File: config.mk
export PLATFORM = sky130hd
export DESIGN_NAME = reg_dump_reader_flat
export DESIGN_NICKNAME = d
export VERILOG_FILES = /design/src/rtl/reg_dump_pkg.sv /design/src/rtl/reg_dump_if.sv /design/src/rtl/reg_dump_out_stage.sv /design/src/rtl/reg_dump_reader.sv /design/src/flat_wrapper.sv
export SDC_FILE = /design/constraint.sdc
export NUM_CORES = 1
export LEC_CHECK = 0
export BUFFER_PORTS_ARGS = -buffer_cell sky130_fd_sc_hd__buf_2
export CAP_MARGIN = 0
export CORE_UTILIZATION = 40
export DETAILED_ROUTE_END_ITERATION = 7
export PLACE_DENSITY_LB_ADDON = 0.08
export SETUP_SLACK_MARGIN = 0.1
export SLEW_MARGIN = 30
export SYNTH_ARGS = -nofsm -noshare
export SYNTH_HDL_FRONTEND = slang
export SYNTH_SLANG_ARGS = --single-unit
File: constraint.sdc
create_clock -name clk -period 3.4 [get_ports clk]
set_clock_uncertainty 0.1 [all_clocks]
set_input_delay 0.51 -clock clk [delete_from_list [all_inputs] [get_ports clk]]
set_output_delay 0.51 -clock clk [all_outputs]
set_load 0.05 [all_outputs]
File: src/rtl/reg_dump_pkg.sv
// Shared definitions for the register-dump reader: default sizes,
// address-width derivation and the dump FSM state encoding.
package reg_dump_pkg;

  localparam int unsigned DATA_W_DEFAULT   = 16;
  localparam int unsigned NUM_REGS_DEFAULT = 8;

  // Address width needed to reach registers 0..n-1 (at least 1 bit).
  function automatic int unsigned addr_w_for(input int unsigned n);
    if (n <= 2) return 1;
    return $clog2(n);
  endfunction

  localparam int unsigned ADDR_W_DEFAULT = addr_w_for(NUM_REGS_DEFAULT);

  typedef enum logic [2:0] {
    IDLE,
    READ,
    SEND,
    CSUM,
    DONE
  } state_e;

endpackage

File: src/rtl/reg_dump_if.sv
// Bus bundle for the register-dump reader: control (start/busy/done),
// register-file read port and the valid/ready output stream.
interface reg_dump_if
  import reg_dump_pkg::*;
#(
  parameter int unsigned DATA_W = DATA_W_DEFAULT,
  parameter int unsigned ADDR_W = ADDR_W_DEFAULT
) ();

  logic              start;
  logic [ADDR_W-1:0] rd_addr;
  logic [DATA_W-1:0] rd_data;
  logic              out_valid;
  logic              out_ready;
  logic [DATA_W-1:0] out_data;
  logic              out_last;
  logic              busy;
  logic              done;

  modport master (
    input  start,
    output rd_addr,
    input  rd_data,
    output out_valid,
    input  out_ready,
    output out_data,
    output out_last,
    output busy,
    output done
  );

  modport slave (
    output start,
    input  rd_addr,
    output rd_data,
    input  out_valid,
    output out_ready,
    input  out_data,
    input  out_last,
    input  busy,
    input  done
  );

endinterface

File: src/rtl/reg_dump_out_stage.sv
// Output holding register for the dump stream: a load captures a word and
// raises valid; the word is held stable until valid & ready retires it.
module reg_dump_out_stage #(
  parameter int unsigned DATA_W = 16
) (
  input  logic              clk,
  input  logic              rst,
  input  logic              load,
  input  logic [DATA_W-1:0] load_data,
  input  logic              load_last,
  input  logic              ready,
  output logic              out_valid,
  output logic [DATA_W-1:0] out_data,
  output logic              out_last
);

  logic              valid_q, valid_d;
  logic [DATA_W-1:0] data_q, data_d;
  logic              last_q, last_d;

  // Load wins over accept so a retiring word can be replaced in one edge.
  always_comb begin
    valid_d = valid_q;
    data_d  = data_q;
    last_d  = last_q;
    if (load) begin
      valid_d = 1'b1;
      data_d  = load_data;
      last_d  = load_last;
    end else if (valid_q && ready) begin
      valid_d = 1'b0;
      last_d  = 1'b0;
    end
  end

  // Holding register state.
  always_ff @(posedge clk) begin
    if (rst) begin
      valid_q <= 1'b0;
      data_q  <= '0;
      last_q  <= 1'b0;
    end else begin
      valid_q <= valid_d;
      data_q  <= data_d;
      last_q  <= last_d;
    end
  end

  assign out_valid = valid_q;
  assign out_data  = data_q;
  assign out_last  = last_q;

endmodule

File: src/rtl/reg_dump_reader.sv
// Register-dump reader: on start, walks registers 0..NUM_REGS-1 through the
// read port and streams each sampled value out over valid/ready.
// Optional trailing checksum word enabled by macro REG_DUMP_CHECKSUM_EN.
module reg_dump_reader
  import reg_dump_pkg::*;
#(
  parameter int unsigned DATA_W   = DATA_W_DEFAULT,
  parameter int unsigned NUM_REGS = NUM_REGS_DEFAULT,
  parameter int unsigned ADDR_W   = addr_w_for(NUM_REGS)
) (
  input  logic       clk,
  input  logic       rst,
  reg_dump_if.master bus
);

  state_e            state_q, state_d;
  logic [ADDR_W-1:0] rd_addr_q, rd_addr_d;
  logic              load;
  logic [DATA_W-1:0] load_data;
  logic              load_last;
  logic              os_valid;
  logic [DATA_W-1:0] os_data;
  logic              os_last;
  logic              accept;
  logic              last_reg;
  logic              busy;
  logic              done;
`ifdef REG_DUMP_CHECKSUM_EN
  logic [DATA_W-1:0] csum_q, csum_d;
`endif

  assign accept   = os_valid && bus.out_ready;
  assign last_reg = (rd_addr_q == ADDR_W'(NUM_REGS - 1));

  reg_dump_out_stage #(.DATA_W(DATA_W)) u_out_stage (
    .clk       (clk),
    .rst       (rst),
    .load      (load),
    .load_data (load_data),
    .load_last (load_last),
    .ready     (bus.out_ready),
    .out_valid (os_valid),
    .out_data  (os_data),
    .out_last  (os_last)
  );

  // Dump sequencing: next state, address advance, output-stage loads.
  always_comb begin
    state_d   = state_q;
    rd_addr_d = rd_addr_q;
    load      = 1'b0;
    load_data = bus.rd_data;
    load_last = 1'b0;
    busy      = 1'b1;
    done      = 1'b0;
`ifdef REG_DUMP_CHECKSUM_EN
    csum_d    = csum_q;
`endif
    unique case (state_q)
      IDLE: begin
        busy      = 1'b0;
        rd_addr_d = '0;
        if (bus.start) begin
          state_d = READ;
`ifdef REG_DUMP_CHECKSUM_EN
          csum_d  = '0;
`endif
        end
      end
      READ: begin
        load    = 1'b1;
`ifdef REG_DUMP_CHECKSUM_EN
        csum_d  = csum_q + bus.rd_data;
`else
        load_last = last_reg;
`endif
        state_d = SEND;
      end
      SEND: begin
        if (accept) begin
          if (last_reg) begin
`ifdef REG_DUMP_CHECKSUM_EN
            // Checksum word replaces the retiring last register word directly.
            state_d   = CSUM;
            load      = 1'b1;
            load_data = csum_q;
            load_last = 1'b1;
`else
            state_d = DONE;
`endif
          end else begin
            rd_addr_d = rd_addr_q + 1'b1;
            state_d   = READ;
          end
        end
      end
      CSUM: begin
`ifdef REG_DUMP_CHECKSUM_EN
        if (accept) state_d = DONE;
`else
        state_d = IDLE;
`endif
      end
      DONE: begin
        busy      = 1'b0;
        done      = 1'b1;
        rd_addr_d = '0;
        state_d   = IDLE;
      end
      default: state_d = IDLE;
    endcase
  end

  // FSM, address and checksum registers.
  always_ff @(posedge clk) begin
    if (rst) begin
      state_q   <= IDLE;
      rd_addr_q <= '0;
`ifdef REG_DUMP_CHECKSUM_EN
      csum_q    <= '0;
`endif
    end else begin
      state_q   <= state_d;
      rd_addr_q <= rd_addr_d;
`ifdef REG_DUMP_CHECKSUM_EN
      csum_q    <= csum_d;
`endif
    end
  end

  assign bus.rd_addr   = rd_addr_q;
  assign bus.out_valid = os_valid;
  assign bus.out_data  = os_data;
  assign bus.out_last  = os_last;
  assign bus.busy      = busy;
  assign bus.done      = done;

endmodule
File: src/flat_wrapper.sv
// flat-port wrapper written by rule: the top's interface ports become plain ports
module reg_dump_reader_flat import reg_dump_pkg::*;
#(
  parameter int unsigned DATA_W   = DATA_W_DEFAULT,
  parameter int unsigned NUM_REGS = NUM_REGS_DEFAULT,
  parameter int unsigned ADDR_W   = addr_w_for(NUM_REGS)
)
  (clk, rst, bus_start, bus_rd_addr, bus_rd_data, bus_out_valid, bus_out_ready, bus_out_data, bus_out_last, bus_busy, bus_done);
  reg_dump_if #(.DATA_W(DATA_W), .ADDR_W(ADDR_W)) bus_i ();
  input  logic clk;
  input  logic rst;
  input wire logic [$bits(bus_i.start)-1:0] bus_start;
  output wire logic [$bits(bus_i.rd_addr)-1:0] bus_rd_addr;
  input wire logic [$bits(bus_i.rd_data)-1:0] bus_rd_data;
  output wire logic [$bits(bus_i.out_valid)-1:0] bus_out_valid;
  input wire logic [$bits(bus_i.out_ready)-1:0] bus_out_ready;
  output wire logic [$bits(bus_i.out_data)-1:0] bus_out_data;
  output wire logic [$bits(bus_i.out_last)-1:0] bus_out_last;
  output wire logic [$bits(bus_i.busy)-1:0] bus_busy;
  output wire logic [$bits(bus_i.done)-1:0] bus_done;
  assign bus_i.start = bus_start;
  assign bus_rd_addr = bus_i.rd_addr;
  assign bus_i.rd_data = bus_rd_data;
  assign bus_out_valid = bus_i.out_valid;
  assign bus_i.out_ready = bus_out_ready;
  assign bus_out_data = bus_i.out_data;
  assign bus_out_last = bus_i.out_last;
  assign bus_busy = bus_i.busy;
  assign bus_done = bus_i.done;
  reg_dump_reader #(.DATA_W(DATA_W), .NUM_REGS(NUM_REGS), .ADDR_W(ADDR_W)) u_core (.clk(clk), .rst(rst), .bus(bus_i));
endmodule
Word level (Yosys, flattened, before mapping) --
Index checks and enable logic that the tools add are counted.
Operators by class: add/sub/neg operators 1, equality and inequality tests 7, multiplexer cells 14, reductions and logical operators 7
Operators with widths (count):
- 3-bit two-way mux | 5
- 3-bit case mux with 3 select lines | 1
- 1-bit two-way mux | 7
- 3-bit equality test (second input constant) | 2
- 3-bit case mux with 2 select lines | 1
- 2-bit != test (second input constant) | 2
- 2-bit nonzero test | 2
- 3-bit by 1-bit adder with 3-bit output (second input constant) | 1
- 3-bit by 1-bit equality test with 1-bit output (second input constant) | 1
- 3-bit by 2-bit equality test with 1-bit output (second input constant) | 1
- 3-bit zero test | 1
- 3-bit AND reduction | 1
- 2-bit by 1-bit != test with 1-bit output (second input constant) | 1
- 2-bit AND reduction | 1
- 2-bit OR reduction | 1
- 1-bit logical AND | 1
Storage, ports and cells: register bits 24

Longest topological paths before layout --
Gate-level depths: netlist of the first run.
depth in word-level cells 4, mapped depth 6, depth with buffers taken out 5

Hierarchy --
From an unflattened synthesis of the first run, not the netlist that was laid out.
Unflattened totals: cells, all modules 102, area total of the unflattened synthesis 1023.5 um^2
By module, submodules not included:
- reg_dump_out_stage | times used 1, cells an instance 61, area each 654.4 um^2
- reg_dump_reader | times used 1, cells an instance 41, area each 369.1 um^2

Worst setup path after synthesis of the first run --
No wires, ideal clock.
path type register -> output, start register u_core.state_q[1], end output port bus_done, arrival time 1.558 ns, path slack 1.232 ns, stages on the path, launching flop included 4, buffers on the path 1, cells stage by stage dfxtp_1 buf_2 or2_2 nor2_1
Between the ends: longest elaborated chain between the ends 2
RTL lines:
- from (decl) | line reg_dump_reader.sv:16 | state_e state_q, state_d;
- from (signal assigned) | line reg_dump_reader.sv:123 | state_q <= state_d;
- 3-bit equality test | line reg_dump_reader.sv:59 | unique case (state_q)
- 1-bit two-way mux | line reg_dump_reader.sv:59
- to (decl) | line flat_wrapper.sv:20 | output wire logic [$bits(bus_i.done)-1:0] bus_done;
Every way passes these cells.

Worst setup path in the final report of the first run --
Ends and elaborated chain as after synthesis.

==> results of run 1 <==
metal layers:
layer / routed length, um / vias up / track usage
met5: 0 / - / 0
li1: - / 465 / -
met4: 29 / 0 / 0.0789
met2: 1010 / 24 / 0.279
met1: 1020 / 414 / 0.184
met3: 94 / 4 / 0.0254
worst register-to-register path, cell delays in order (launching register included):
cell,delay [ns]
dfxtp_1,0.57
or3b_1,0.72
nand3_1,0.15
a21oi_1,0.16
Yosys cell counts:
library cell  instances  share of area
nand2_1              29           0.10
dfxtp_1              24           0.45
a21oi_1               9          0.042
a21oi_2               9          0.074
nand2_2               9          0.053
nand3_1               5          0.023
a31oi_1               3          0.018
buf_2                 2         0.0094
buf_4                 2          0.014
buf_6                 2          0.021
ha_1                  2          0.023
nand2b_1              2          0.012
nand4b_1              2          0.016
nor2b_1               2          0.012
a2111oi_0             1         0.0082
a21oi_4               1          0.015
and4bb_2              1          0.012
buf_12                1          0.019
clkbuf_1              1         0.0035
inv_1                 1         0.0035
nand3b_1              1         0.0070
nand4bb_2             1          0.015
nor2_1                1         0.0035
nor3_1                1         0.0047
nor3b_4               1          0.018
nor4_1                1         0.0059
or2_2                 1         0.0059
or3b_1                1         0.0082
cell families after synthesis:
group                      Yosys count  synth area share
AOI/OAI and AO/OA                   23             0.157
adders and majority gates            2            0.0235
buffers and inverters                9            0.0704
DFF                                 24             0.451
and+or+nand+nor                     58             0.298
worst max-delay path by stage:
stage                                 start                     endpoint  slack, ns  cells past startpoint
final                     u_core.state_q[1]                     bus_done       1.36                      3
after global routing      u_core.state_q[1]                     bus_done       1.28                      3
after CTS                 u_core.state_q[1]                     bus_done       1.35                      3
after detailed placement  u_core.state_q[1]  u_core.u_out_stage.out_last       1.64                      3
after global placement    u_core.state_q[0]  u_core.u_out_stage.out_last       1.70                      3
after floorplan           u_core.state_q[1]                     bus_done       1.23                      3
sequential cells by signal, indices dropped and copies added (netlist names):
register	flops
u_core.u_out_stage.out_last	1
u_core.u_out_stage.out_data	16
u_core.state_q	3
u_core.bus.rd_addr	3
u_core.u_out_stage.out_valid	1
stage by stage:
stage | instances | setup slack (ns) | total power (uW) | cell area, sq um | hold WS (ns)
finish | 184 | 1.36 | 560 | 1280 | 0.321
global route | 184 | 1.28 | 589 | 1280 | 0.305
CTS | 184 | 1.35 | 566 | 1280 | 0.314
detailed placement | 180 | 1.64 | 419 | 1240 | 0.344
global placement | 180 | 1.70 | 418 | 1240 | 0.339
floorplan | 116 | 1.23 | 398 | 1070 | 0.412
layout by cell type, fill, tap and decap left out, drive strengths merged:
cell,instances
nor2,1
clkbuf,4
a31oi,3
a2111oi,1
nand3,5
nand2b,2
nand3b,1
nand4b,2
nor3,1
dfxtp,24
nand2,38
or2,1
and4bb,1
nor4,1
nor2b,2
ha,2
nor3b,1
inv,1
nand4bb,1
buf,42
or3b,1
a21oi,19
layout make-up:
type                       count  area, sq um
timing repair buffer          42          210
clock buffer                   4         36.3
fill                         250         1220
tap                           30         37.5
multi-input combinational     83          510
sequential                    24          480
inverter                       1         3.75
where the power goes:
group | total, uW | switching (uW) | leakage, uW | internal, uW
Combinational | 108 | 76.4 | 0.000319 | 31.3
Clock | 148 | 82.7 | 0.0000210 | 65.3
Sequential | 305 | 11.1 | 0.000195 | 293
==> results.json, run 1 <==
{
  "outcome": "finished, final reports clean",
  "maxSlewHeadroom": 0.451,
  "start_util": 0.426,
  "cts_buffer_depth": 2,
  "crit_fanout": 11,
  "vdd_ir_drop_max_mv": 0.218,
  "antenna_found_initial": 0,
  "clkTransAtPathRegs_ns": 0.13,
  "cpPeakStageDelay_ns": 0.44,
  "ys_seq_elements": 24,
  "final_core_util": 0.512,
  "globalplace.congestion": 0.685,
  "setup_viol": 0,
  "slowest_stage": "dfxtp_1",
  "rr_endpoint": "u_core.u_out_stage.out_last",
  "drt_iter0_drc": 6,
  "cap_violations": 0,
  "grt_max_degree": 25,
  "rr_startpoint": "u_core.state_q[1]",
  "cts_sinks": 24,
  "core_area_sq_um": 2500,
  "diodes": 0,
  "cp_cell_sequence": "or2_2 -> nor2_1 -> buf_2",
  "syn-num-nets": 138,
  "drc": 0,
  "ys_seq_area_frac": 0.451,
  "worst_pin_slew_ns": 0.824,
  "worstPathRequired_ns": 2.79,
  "ant_nets": 0,
  "grt.overflow.total": 0,
  "synth_cells": 116,
  "worstHoldPathCells": 3,
  "critPathLaunchType": "register",
  "ctsResizeCount": 0,
  "crit_family": "flip-flops",
  "ys_types": 28,
  "min_period_ns": 2.04,
  "via_per_inst": 4.93,
  "synth_area_sq_um": 1070,
  "rows": 18,
  "hold_path.class": "primary input to register",
  "grt_util_all_layers": 0.158,
  "nNetsFinal": 177,
  "drt-total-wl_mm": 2.14,
  "num_vias": 907,
  "slew_viol_final": 0,
  "htree_num_levels": 1,
  "fin_tns_setup_ns": 0,
  "rsz0062_at_grt": "false",
  "cts_root_buffer": "clkbuf_4",
  "grt_pass1_wl_mm": 3.26,
  "r2r_setup_slack_ns": 1.63,
  "cts_buffers": 3,
  "crit_type": "register to primary output",
  "period_share": 0.599,
  "cts_tree": "done",
  "hold_buffers": 0,
  "rr_worst_depth": 3,
  "wl_per_cell_um": 11.7,
  "crit_buf_inv": 1,
  "critPathCaptureType": "primary output",
  "place.port_buffers": 42,
  "worstSkewPairLatency_ns": 0.31,
  "max_freq_mhz": 491,
  "hpwl_mm": 1.48,
  "power_density_nw_per_um2": 438,
  "final_layout_size_suffix_gt1_frac": 0.448,
  "area_delta_synth_final_pct": 20.0,
  "ys.warnings.count": 0,
  "grt_pass1_vias": 789,
  "hold_end": "u_core.u_out_stage.out_data[3]",
  "die_x_um": 53.6,
  "cp.arrival_ns": 1.43,
  "die_area_sq_um": 2880,
  "avgSynthCellArea_sq_um": 9.19,
  "firstDrtPassIters": 4,
  "hold_viol_final": 0,
  "die_h_um": 53.6,
  "min_from": "bus_rd_data[3]",
  "cts_setup_buffers": 0,
  "pin_count": 43,
  "power_leakage_uw": 0.000535
}
Power figures use the tool's default switching activity.
==> run 2: changes to the inputs <==
Clock period 3.4 ns to 1.85 ns, I/O delays scaled along.
==> results.json, run 2 (synthesis gave the netlist of run 1 again) <==
{
  "outcome": "finished, final reports clean",
  "crit_fanout": 10,
  "grt_pass1_wl_mm": 3.20,
  "final_layout_size_suffix_gt1_frac": 0.481,
  "drc": 0,
  "largest_register_ffs": 16,
  "hold_path.class": "primary input to register",
  "r2r_setup_slack_ns": 0.29,
  "drt_iter0_drc": 21,
  "cts_setup_buffers": 0,
  "fin_tns_setup_ns": 0,
  "cts_buffer_depth": 2,
  "globalplace.congestion": 0.733,
  "min_period_ns": 1.68,
  "start_util": 0.426,
  "maxSlewHeadroom": 0.632,
  "power_leakage_uw": 0.000562,
  "seqPwrFrac": 0.487,
  "htree_num_levels": 1,
  "num_vias": 912,
  "stdcell_count": 188,
  "ant_nets": 0,
  "nNetsFinal": 181,
  "crit_type": "register to primary output",
  "grt_pass1_vias": 734,
  "hpwl_mm": 1.54,
  "hold_viol_final": 0,
  "cts_buffers": 3,
  "hold_buffers": 0,
  "cp-startpoint": "u_core.state_q[0]",
  "wl_per_cell_um": 11.4,
  "power_density_nw_per_um2": 862,
  "antenna_found_initial": 0,
  "rows": 18,
  "min_from": "bus_rd_data[6]",
  "rsz0062_at_grt": "false",
  "core_area_sq_um": 2500,
  "worstPathRequired_ns": 1.47,
  "via_per_inst": 4.85,
  "cts_tree": "done",
  "cts_root_buffer": "clkbuf_4",
  "worstSkewPairLatency_ns": 0.32,
  "drt-total-wl_mm": 2.14,
  "dp_cells": 184,
  "final_common_cell": "buf_2",
  "worst_pin_slew_ns": 0.552,
  "period_share": 0.910,
  "swShare": 0.284,
  "die_h_um": 53.6,
  "cts_sinks": 24,
  "mostFrequentLayoutCells": "buf_2 (41), nand2_1 (29), dfxtp_1 (22)",
  "max_freq_mhz": 594,
  "grt_util_all_layers": 0.154,
  "grt.overflow.total": 0,
  "area_delta_synth_final_pct": 25.2,
  "critPathCaptureType": "primary output",
  "ctsResizeCount": 2,
  "vdd_ir_drop_max_mv": 0.476,
  "slew_viol_final": 0,
  "die_x_um": 53.6,
  "final_core_util": 0.534,
  "p_int_uw": 824,
  "rr_startpoint": "u_core.bus.rd_addr[0]",
  "pin_count": 43,
  "place.port_buffers": 42,
  "clockPowerShare": 0.332,
  "firstDrtPassIters": 5,
  "grt_max_degree": 25,
  "p_sw_uw": 326,
  "setup_viol": 0,
  "clkTransAtPathRegs_ns": 0.14,
  "cp.arrival_ns": 1.31,
  "critPathLaunchType": "register",
  "power_frac_comb": 0.181,
  "die_area_sq_um": 2880,
  "diodes": 0,
  "cap_violations": 0
}
## run 2: cell type report
class                   instances  area (sq um)
inverters                       1          3.75
repair buffers                 46           243
clock buffers                   3          22.5
fillers                       240          1160
well taps                      30          37.5
multi-input cells              83           513
clock inverters                 1          30.0
flip-flops and latches         24           485
## run 2: worst max-delay path, stage by stage (launching register included)
cell	delay (ns)
dfxtp_2	0.39
or2_2	0.32
nor2_2	0.08
buf_4	0.19
## run 2: power by group through the flow
stage	logic [uW]	registers [uW]	clock network, uW
2_1_floorplan	102	630	0
3_3_place_gp	208	571	0
3_5_place_dp	210	572	0
4_1_cts	210	561	391
5_1_grt	223	564	415
6_report	208	560	382
## run 2: final timing paths
| path | to | cells past startpoint |
|---|---|---|
| setup / recovery | bus_done | 3 |
| hold / removal | u_core.u_out_stage.out_data[6] | 3 |
| setup reg to reg | u_core.bus.rd_addr[1] | 5 |
| hold reg to reg | u_core.u_out_stage.out_data[1] | 2 |
## run 2: stage by stage
step                      worst slack [ns]  cell area, sq um  total power [uW]  hold WS (ns)
after CTS                            0.101              1330              1160        0.0653
after global routing                 0.103              1340              1200        0.0574
final                                0.167              1340              1150        0.0712
after global placement               0.338              1270               779         0.339
after floorplan                      0.123              1070               731         0.247
after detailed placement             0.305              1270               782         0.344
## run 2: layer usage
metal / part of all wire / global-route usage
met1: 0.48 / 0.201
met2: 0.46 / 0.250
met3: 0.052 / 0.0254
met4: 0.0061 / 0.0658
met5: 0 / 0
